$ cat src/rtl/game_pkg.sv
// game_pkg: shared encodings and constants for the invaders game flow.
package game_pkg;

    typedef enum logic [1:0] {
        MODE_TITLE = 2'd0,
        MODE_READY = 2'd1,
        MODE_PLAY  = 2'd2,
        MODE_OVER  = 2'd3
    } mode_e;

    localparam int COORD_W = 11;
    localparam int SCORE_W = 14;
    localparam int LIVES_W = 2;
    localparam int LEVEL_W = 4;

    // Frame boundary: top-left pixel of the scan.
    localparam logic [COORD_W-1:0] TICK_X = '0;
    localparam logic [COORD_W-1:0] TICK_Y = '0;

    localparam logic [LEVEL_W-1:0] LEVEL_MAX = 4'd15;

    // Rising edge of a level given its previous-cycle copy.
    function automatic logic rise_edge(input logic level_now, input logic level_prev);
        return level_now & ~level_prev;
    endfunction

endpackage

$ cat src/rtl/frame_tick_gen.sv
// frame_tick_gen: one-cycle pulse per frame, derived from the scan origin.
// The raw origin match is registered, then edge-detected so a pixel clock that
// lingers on (0,0) still produces a single tick.
module frame_tick_gen
    import game_pkg::*;
(
    input  logic               clk,
    input  logic               rst,
    input  logic [COORD_W-1:0] xCoord,
    input  logic [COORD_W-1:0] yCoord,
    output logic               tick
);

    logic raw_q;
    logic raw_dly_q;

    // Register the origin match and its delayed copy for edge detection.
    always_ff @(posedge clk or negedge rst) begin
        if (!rst) begin
            raw_q     <= 1'b0;
            raw_dly_q <= 1'b0;
        end else begin
            raw_q     <= (xCoord == TICK_X) && (yCoord == TICK_Y);
            raw_dly_q <= raw_q;
        end
    end

    assign tick = rise_edge(raw_q, raw_dly_q);

endmodule

$ cat src/rtl/game_sequencer.sv
// game_sequencer: top-level game flow (mode, restart, shot gating, lives,
// level, score). Optional macro HIGH_SCORE_EN keeps a best-score register;
// without it high_score is tied to zero.
//
// state      | meaning
// -----------+--------------------------------------------------------
// MODE_TITLE | attract screen, waiting for a start press
// MODE_READY | wave about to begin, READY_FRAMES ticks then PLAY
// MODE_PLAY  | gameplay: scoring, shot grants, hit/clear handling
// MODE_OVER  | game lost, start accepted only after OVER_FRAMES ticks
module game_sequencer
    import game_pkg::*;
#(
    parameter int unsigned START_LIVES     = 3,
    parameter int unsigned READY_FRAMES    = 120,
    parameter int unsigned OVER_FRAMES     = 180,
    parameter int unsigned COOLDOWN_FRAMES = 30,
    parameter int unsigned SAUCER_PTS      = 100,
    parameter int unsigned ALIEN_PTS       = 10,
    parameter int unsigned SCORE_MAX       = 9999
) (
    input  logic               clk,
    input  logic               rst,
    input  logic [COORD_W-1:0] xCoord,
    input  logic [COORD_W-1:0] yCoord,
    input  logic               btn_start,
    input  logic               btn_shoot,
    input  logic               hit_saucer,
    input  logic               hit_alien,
    input  logic               ship_hit,
    input  logic               aliens_cleared,
    output logic [1:0]         mode,
    output logic               restart,
    output logic               shoot_grant,
    output logic [LIVES_W-1:0] lives,
    output logic [LEVEL_W-1:0] level,
    output logic [SCORE_W-1:0] score,
    output logic [SCORE_W-1:0] high_score
);

    localparam int unsigned CNT_MAX = (READY_FRAMES > OVER_FRAMES) ? READY_FRAMES : OVER_FRAMES;
    localparam int CNT_W  = $clog2(CNT_MAX + 1);
    localparam int COOL_W = $clog2(COOLDOWN_FRAMES + 1);

    mode_e              state_q, state_d;
    logic [CNT_W-1:0]   frame_cnt_q, frame_cnt_d;
    logic [COOL_W-1:0]  cool_q, cool_d;
    logic [LIVES_W-1:0] lives_q, lives_d;
    logic [LEVEL_W-1:0] level_q, level_d;
    logic [SCORE_W-1:0] score_q, score_d;
    logic               restart_q, restart_d;
    logic               grant_q, grant_d;
    logic               start_q, shoot_q;
    logic               tick;
    logic               start_rise, shoot_rise;
    logic [SCORE_W:0]   score_sum;
    logic [SCORE_W-1:0] score_sat;

    frame_tick_gen u_frame_tick (
        .clk    (clk),
        .rst    (rst),
        .xCoord (xCoord),
        .yCoord (yCoord),
        .tick   (tick)
    );

    assign start_rise = rise_edge(btn_start, start_q);
    assign shoot_rise = rise_edge(btn_shoot, shoot_q);

    // Hits in the same cycle both count; the 15-bit sum cannot wrap before clamping.
    assign score_sum = {1'b0, score_q}
                     + (hit_saucer ? (SCORE_W+1)'(SAUCER_PTS) : '0)
                     + (hit_alien  ? (SCORE_W+1)'(ALIEN_PTS)  : '0);
    assign score_sat = (score_sum > (SCORE_W+1)'(SCORE_MAX)) ? SCORE_W'(SCORE_MAX)
                                                             : score_sum[SCORE_W-1:0];

    // State, counters, game values and the output pulses.
    always_ff @(posedge clk or negedge rst) begin
        if (!rst) begin
            state_q     <= MODE_TITLE;
            frame_cnt_q <= '0;
            cool_q      <= '0;
            lives_q     <= '0;
            level_q     <= '0;
            score_q     <= '0;
            restart_q   <= 1'b0;
            grant_q     <= 1'b0;
            start_q     <= 1'b0;
            shoot_q     <= 1'b0;
        end else begin
            state_q     <= state_d;
            frame_cnt_q <= frame_cnt_d;
            cool_q      <= cool_d;
            lives_q     <= lives_d;
            level_q     <= level_d;
            score_q     <= score_d;
            restart_q   <= restart_d;
            grant_q     <= grant_d;
            start_q     <= btn_start;
            shoot_q     <= btn_shoot;
        end
    end

    // Next-state and next-value logic; ship_hit outranks aliens_cleared in PLAY.
    always_comb begin
        state_d     = state_q;
        frame_cnt_d = frame_cnt_q;
        cool_d      = cool_q;
        lives_d     = lives_q;
        level_d     = level_q;
        score_d     = score_q;
        restart_d   = 1'b0;
        grant_d     = 1'b0;
        case (state_q)
            MODE_TITLE: begin
                if (start_rise) begin
                    state_d     = MODE_READY;
                    lives_d     = LIVES_W'(START_LIVES);
                    level_d     = LEVEL_W'(1);
                    score_d     = '0;
                    restart_d   = 1'b1;
                    frame_cnt_d = '0;
                end
            end
            MODE_READY: begin
                if (tick) begin
                    if (frame_cnt_q == CNT_W'(READY_FRAMES - 1)) begin
                        state_d     = MODE_PLAY;
                        frame_cnt_d = '0;
                    end else begin
                        frame_cnt_d = frame_cnt_q + CNT_W'(1);
                    end
                end
            end
            MODE_PLAY: begin
                score_d = score_sat;
                if (shoot_rise && (cool_q == '0)) begin
                    grant_d = 1'b1;
                    cool_d  = COOL_W'(COOLDOWN_FRAMES);
                end else if (tick && (cool_q != '0)) begin
                    cool_d = cool_q - COOL_W'(1);
                end
                // Leaving PLAY drops any pending grant and clears the cooldown.
                if (ship_hit) begin
                    grant_d     = 1'b0;
                    cool_d      = '0;
                    frame_cnt_d = '0;
                    if (lives_q <= LIVES_W'(1)) begin
                        state_d = MODE_OVER;
                        lives_d = '0;
                    end else begin
                        state_d   = MODE_READY;
                        lives_d   = lives_q - LIVES_W'(1);
                        restart_d = 1'b1;
                    end
                end else if (aliens_cleared) begin
                    grant_d     = 1'b0;
                    cool_d      = '0;
                    frame_cnt_d = '0;
                    state_d     = MODE_READY;
                    restart_d   = 1'b1;
                    level_d     = (level_q == LEVEL_MAX) ? level_q : level_q + LEVEL_W'(1);
                end
            end
            MODE_OVER: begin
                if (start_rise && (frame_cnt_q == CNT_W'(OVER_FRAMES))) begin
                    state_d     = MODE_TITLE;
                    frame_cnt_d = '0;
                end else if (tick && (frame_cnt_q != CNT_W'(OVER_FRAMES))) begin
                    frame_cnt_d = frame_cnt_q + CNT_W'(1);
                end
            end
            default: state_d = MODE_TITLE;
        endcase
    end

`ifdef HIGH_SCORE_EN
    logic [SCORE_W-1:0] high_score_q;

    // Capture the final score (including same-cycle hits) when a game ends.
    always_ff @(posedge clk or negedge rst) begin
        if (!rst) begin
            high_score_q <= '0;
        end else if ((state_q == MODE_PLAY) && (state_d == MODE_OVER) && (score_d > high_score_q)) begin
            high_score_q <= score_d;
        end
    end

    assign high_score = high_score_q;
`else
    assign high_score = '0;
`endif

    assign mode        = state_q;
    assign restart     = restart_q;
    assign shoot_grant = grant_q;
    assign lives       = lives_q;
    assign level       = level_q;
    assign score       = score_q;

endmodule

$ cat config.mk
export PLATFORM = sky130hd
export DESIGN_NAME = game_sequencer
export DESIGN_NICKNAME = d
export VERILOG_FILES = /design/src/rtl/game_pkg.sv /design/src/rtl/frame_tick_gen.sv /design/src/rtl/game_sequencer.sv
export SDC_FILE = /design/constraint.sdc
export NUM_CORES = 1
export LEC_CHECK = 0
export ABC_AREA = 0
export BUFFER_PORTS_ARGS = -buffer_cell sky130_fd_sc_hd__buf_2
export CAP_MARGIN = 15
export CELL_PAD_IN_SITES_DETAIL_PLACEMENT = 0
export CELL_PAD_IN_SITES_GLOBAL_PLACEMENT = 2
export CORE_MARGIN = 2
export CORE_UTILIZATION = 28
export CTS_CLUSTER_DIAMETER = 120
export DETAILED_ROUTE_END_ITERATION = 16
export PLACE_DENSITY_LB_ADDON = 0.1
export SYNTH_ARGS = -nofsm -noshare
export SYNTH_HDL_FRONTEND = slang
export SYNTH_SLANG_ARGS = --single-unit
$ cat constraint.sdc
create_clock -name clk -period 2.5 [get_ports clk]
set_input_delay 0.25 -clock clk [delete_from_list [all_inputs] [get_ports clk]]
set_output_delay 0.25 -clock clk [all_outputs]
set_load 0.02 [all_outputs]
==> results of run 1 <==
## metal layers
metal	up-vias	routed length, um	share of wire, %	global-route usage [%]
met5	-	0	0	0
li1	1205	-	-	-
met4	0	49	0.68	3.477
met3	5	299	4.2	2.855
met1	1166	3180	44	18.19
met2	63	3649	51	26.77
## per-stage QoR
step	power [uW]	cell area (um2)	util (%)	hold WS [ps]	setup slack, ps
6_report	3257	3583	39.53	65.88	-91.37
5_1_grt	3538	3583	39.53	52.93	-215.1
4_1_cts	3264	3486	38.45	55.45	-86.26
3_5_place_dp	2656	3317	36.59	307.6	-244.2
3_3_place_gp	2658	3317	36.59	320.4	-185.0
2_1_floorplan	2007	2725	-	-45.59	-127.4
## power groups by stage
stage | registers [uW] | logic (uW) | clock network, uW
after floorplan | 1110 | 895 | 0
after global placement | 1030 | 1630 | 0
after detailed placement | 1030 | 1630 | 0
after CTS | 1020 | 1670 | 577
after global routing | 1050 | 1890 | 606
final | 1010 | 1690 | 555
## logic make-up (layout without fill, tap and decap cells)
group / after synthesis / after routing / synth area share [%]
and+or+nand+nor: 118 / 118 / 23.26
AOI/OAI and AO/OA: 69 / 69 / 19.48
DFF: 41 / 41 / 39.83
buffers and inverters: 34 / 120 / 7.285
xor gates and xnor gates: 12 / 12 / 4.080
adders and majority gates: 10 / 10 / 5.148
muxes: 2 / 2 / 0.7771
other: 1 / 14 / 0.1456
## repair_timing
item | CTS | global route
gates resized for setup | 10 | 18
setup endpoints to repair | 13 | 14
cloned | 0 | 0
setup buffers | 0 | 2
endpoints found under the hold margin | 24 | 0
hold buffers | 1 | 0
pin swaps | 7 | 10
## cell type report
| type | instances | share of cell area, % |
|---|---|---|
| clock buffer | 5 | 1.920 |
| clock inverter | 3 | 1.292 |
| sequential | 41 | 28.74 |
| multi-input combinational | 225 | 45.29 |
| timing repair buffer | 100 | 17.63 |
| inverter | 12 | 1.257 |
| tap | 111 | 3.876 |
## worst max-delay path, cell delays in order, from the launching register on
cell and delay [ps]:
dfrtp_2 390, ha_4 130, inv_2 30, fa_2 360
nor2b_4 160, o2111ai_4 170, and3_4 220, o21a_1 190
o32ai_4 300, a211oi_4 140, buf_4 160, buf_6 110
nor2_4 70, nor2_2 40
## state kept, by name (all words and copies together) (netlist names)
| signal | flops |
|---|---|
| shoot_q | 1 |
| level | 4 |
| start_q | 1 |
| mode | 2 |
| score | 14 |
| cool_q | 5 |
| restart | 1 |
| u_frame_tick.raw_q | 1 |
| frame_cnt_q | 8 |
| lives | 2 |
| shoot_grant | 1 |
| u_frame_tick.raw_dly_q | 1 |
## cell usage in the layout, fill, tap and decap left out, types with 4 or more instances in the layout
| master | count |
|---|---|
| buf_2 | 53 |
| buf_4 | 43 |
| dfrtp_1 | 38 |
| nor2_1 | 29 |
| nand2_1 | 23 |
| o21ai_0 | 20 |
| conb_1 | 14 |
| inv_1 | 11 |
| nand3_1 | 11 |
| nor3_1 | 9 |
| xor2_1 | 8 |
| a21oi_1 | 7 |
| nand2b_1 | 6 |
| nor4_1 | 5 |
| ha_4 | 5 |
| clkbuf_8 | 5 |
| nand4_1 | 4 |
| a21o_1 | 4 |
| a21oi_2 | 4 |
| xnor2_1 | 4 |
| a221o_1 | 4 |
| ha_1 | 4 |
## worst paths after layout
kind                                               from                          endpoint  slack (ps)  cells past startpoint
setup / recovery                   score[1]$_DFFE_PN0P_              score[3]$_DFFE_PN0P_         -90                     13
hold / removal                                btn_shoot                 shoot_q$_DFF_PN0_          70                      1
setup reg to reg                   score[1]$_DFFE_PN0P_              score[3]$_DFFE_PN0P_         -90                     13
hold reg to reg            u_frame_tick.raw_q$_DFF_PN0_  u_frame_tick.raw_dly_q$_DFF_PN0_         390                      0
max in group asynchronous                           rst               mode[0]$_DFFE_PN0P_        1350                      3
min in group asynchronous                           rst              score[0]$_DFFE_PN0P_         490                      2
==> impl_metrics.toml, run 1 <==
[global_route]
grt_first_pass_wirelength_mm = 11.72
grt-ovfl-total = 0
grt_max_degree = 26
grtUsageTotal_pct = 14.81
antenna_found_initial = 0
first_global_vias = 2387

[power]
comb_power_share_pct = 52.0
p_seq_share_pct = 31.0
switching_share_pct = 41.89
p_leak_uw = 0.001652
powerDensity_nw_per_um2 = 908.8
clkPwrFrac_pct = 17.0
switching_power_uw = 1364
intPower_uw = 1893
ir_drop_mv = 0.3838

[detailed_routing]
firstDrtPassIters = 4
drt-total-wl_mm = 7.179
antenna_left = 0
drc = 0
post_drt_wl_per_cell_um = 14.44
num_vias = 2439
avgViaCountPerCell = 4.907
drt_iter0_drc = 59

[setup_path]
start_kind = "flop"
worst-path-max-fanout = 6
cp.arrival_ps = 2780
worst_setup_path_end_kind = "flop"
worstPathRequired_ps = 2690
crit_type = "reg -> reg"

[place]
place.gp.congestion = 0.8251
dp_hpwl_mm = 5.462
portBuffers = 53
dp_cells = 486

[clocking]
clk_pin_slew_worst_paths_ps = 90
clkSinkCount = 41
cts.path.max_buffers = 2
cts_max_level = 2
cts_root_buffer = "clkbuf_8"
insertion_delay_ps = 300
cts_made_buffers = 5
cts_tree = "built"

[timing]
setup_ws_ps = -91.37
min_period_ps = 2591
timing.final.crit_share_pct = 103.7
hold_viol = 0
setup_violations = 8
slew_violations = 0
worst_pin_slew_ps = 637.1
rsz0062_at_grt = "yes"
skew_ps = 11.25
timing.fmax_mhz = 385.9
tns_ps = -376.0
maxSlewHeadroom_pct = 57.37

[floorplanning]
start_util_pct = 28.42
dieHeight_um = 99.92
fp.dieW_um = 99.92
io_pins = 68
rows = 35
dieArea_um2 = 9984
coreArea_um2 = 9065

[finish]
nets = 425
seqCellArea_um2 = 1030
nFillCells = 922
multiInputGateArea_um2 = 1623
areaGrowthSynthToFinish_pct = 39.10
drive_above_1_share_pct = 37.31
diodes = 0
final_cells = 497

[synth]
synth_most_common_cell = "dfrtp_1"
synth_commonest_cells = "dfrtp_1 (41), nor2_1 (31), nand2_1 (24), o21ai_0 (23), buf_4 (14)"
synth_edf_count = 0
synth_top_area_cell = "dfrtp_1"
synth.area.top_cells = "dfrtp_1 (40%), nor2_1 (4.5%), o21ai_0 (4.5%)"
ys.flop_type = "dfrtp_1"
ys_seq_area_share_pct = 39.83
netlist_instances = 287
synthArstFlopShare_pct = 100.0
yosysWarnings = 0
ys_seq_elements = 41
ys_types = 53
syn_avg_cell_area_um2 = 8.976
yosysTopAreaCellShare_pct = 39.83
synth.cell_area_um2 = 2576

[status]
status = "finished, violations left"
violations = "negative setup slack"

[run]
cap_violations = 0

[worst_hold_path]
min_path_type = "in -> reg"
(Power assumes the default switching activity.)
==> run 2: changes to the inputs <==
Settings changed: GPL_ROUTABILITY_DRIVEN set to 0, SKIP_CTS_REPAIR_TIMING set to 1.
==> impl_metrics.toml, run 2 (same netlist as run 1, synthesis figures left out) <==
[finish]
drive_above_1_share_pct = 36.88
diodes = 0
seqCellArea_um2 = 1030
largest_register_ffs = 14
nFillCells = 934
nets = 424
layout_common_cells = "buf_2 (53), buf_4 (44), dfrtp_1 (38), nor2_1 (30), nand2_1 (23)"
multiInputGateArea_um2 = 1620
layout_commonest_cell = "buf_2"
areaGrowthSynthToFinish_pct = 38.42

[run]
cap_violations = 0

[clocking]
insertion_delay_ps = 300
cts_root_buffer = "clkbuf_8"
cts_tree = "built"
cts.path.max_buffers = 2
clkSinkCount = 41
cts_max_level = 2
cts_made_buffers = 5
clk_pin_slew_worst_paths_ps = 90

[floorplanning]
rows = 35
start_util_pct = 28.42
io_pins = 68
coreArea_um2 = 9065
dieHeight_um = 99.92
fp.dieW_um = 99.92
dieArea_um2 = 9984

[detailed_routing]
drc = 0
drt-total-wl_mm = 7.111
num_vias = 2443
avgViaCountPerCell = 4.925
antenna_left = 0
drt_iter0_drc = 48
firstDrtPassIters = 4
post_drt_wl_per_cell_um = 14.34

[global_route]
first_global_vias = 2402
antenna_found_initial = 0
grt-ovfl-total = 0
grt_first_pass_wirelength_mm = 11.62
grt_max_degree = 26
grtUsageTotal_pct = 14.68

[status]
status = "finished, violations left"
violations = "negative setup slack"

[timing]
slew_violations = 0
fin_hold_ws_ps = 66.87
rsz0062_at_grt = "yes"
min_period_ps = 2615
tns_ps = -467.4
hold_viol = 0
setup_violations = 10
timing.fmax_mhz = 382.4
maxSlewHeadroom_pct = 57.53
worst_pin_slew_ps = 634.6
timing.final.crit_share_pct = 104.6
setup_ws_ps = -115.3
skew_ps = 10.48

[place]
dp_hpwl_mm = 5.462
portBuffers = 53

[power]
ir_drop_mv = 0.3754
powerDensity_nw_per_um2 = 912.1
p_leak_uw = 0.001619

[setup_path]
crit_type = "reg -> reg"
cp.arrival_ps = 2800
worstPathRequired_ps = 2690
worst_setup_path_end_kind = "flop"
start_kind = "flop"
worst-path-max-fanout = 5

[worst_hold_path]
min_path_type = "in -> reg"
[run 2: report_power, final]
group | switching (uW) | internal (uW)
combinational | 925 | 764
clock | 255 | 299
sequential | 183 | 827
[run 2: worst paths after layout]
check	start	endpoint	slack (ps)	depth (start not counted)
setup / recovery	score[1]$_DFFE_PN0P_	score[7]$_DFFE_PN0P_	-120	10
hold / removal	btn_shoot	shoot_q$_DFF_PN0_	70	1
setup reg to reg	score[1]$_DFFE_PN0P_	score[7]$_DFFE_PN0P_	-120	10
hold reg to reg	u_frame_tick.raw_q$_DFF_PN0_	u_frame_tick.raw_dly_q$_DFF_PN0_	390	0
max in group asynchronous	rst	frame_cnt_q[6]$_DFFE_PN0P_	1350	3
min in group asynchronous	rst	score[6]$_DFFE_PN0P_	490	2
[run 2: worst max-delay path, stage by stage (launching register included)]
cell and delay, ps:
dfrtp_2 430, ha_4 160, inv_2 50, fa_2 450, nand4b_1 200, nor3_1 210
buf_4 150, o32ai_4 110, a211oi_4 370, nor3b_1 110, a221o_1 260
[run 2: layout make-up]
| class | instances | share of cell area, % |
|---|---|---|
| Tap cell | 111 | 3.895 |
| Timing Repair Buffer | 99 | 17.30 |
| Inverter | 12 | 1.263 |
| Clock inverter | 3 | 1.298 |
| Multi-Input combinational cell | 225 | 45.44 |
| Clock buffer | 5 | 1.930 |
| Sequential cell | 41 | 28.88 |
[run 2: routing by layer]
layer	track usage [%]	vias up	wire, um
met1	17.76	1158	3120
li1	-	1203	-
met3	2.855	14	324
met5	0	-	0
met4	3.583	0	75
met2	26.77	68	3590
[run 2: through the flow]
step / instances / total power [uW] / instance area [um2] / setup WS, ps / util [%]
after floorplan: 300 / 2007 / 2725 / -127.4 / -
after global placement: 486 / 2658 / 3317 / -185.0 / 36.59
after detailed placement: 486 / 2656 / 3317 / -244.2 / 36.59
after CTS: 494 / 3226 / 3432 / -190.8 / 37.86
after global routing: 496 / 3535 / 3566 / -210.4 / 39.34
final: 496 / 3252 / 3566 / -115.3 / 39.34
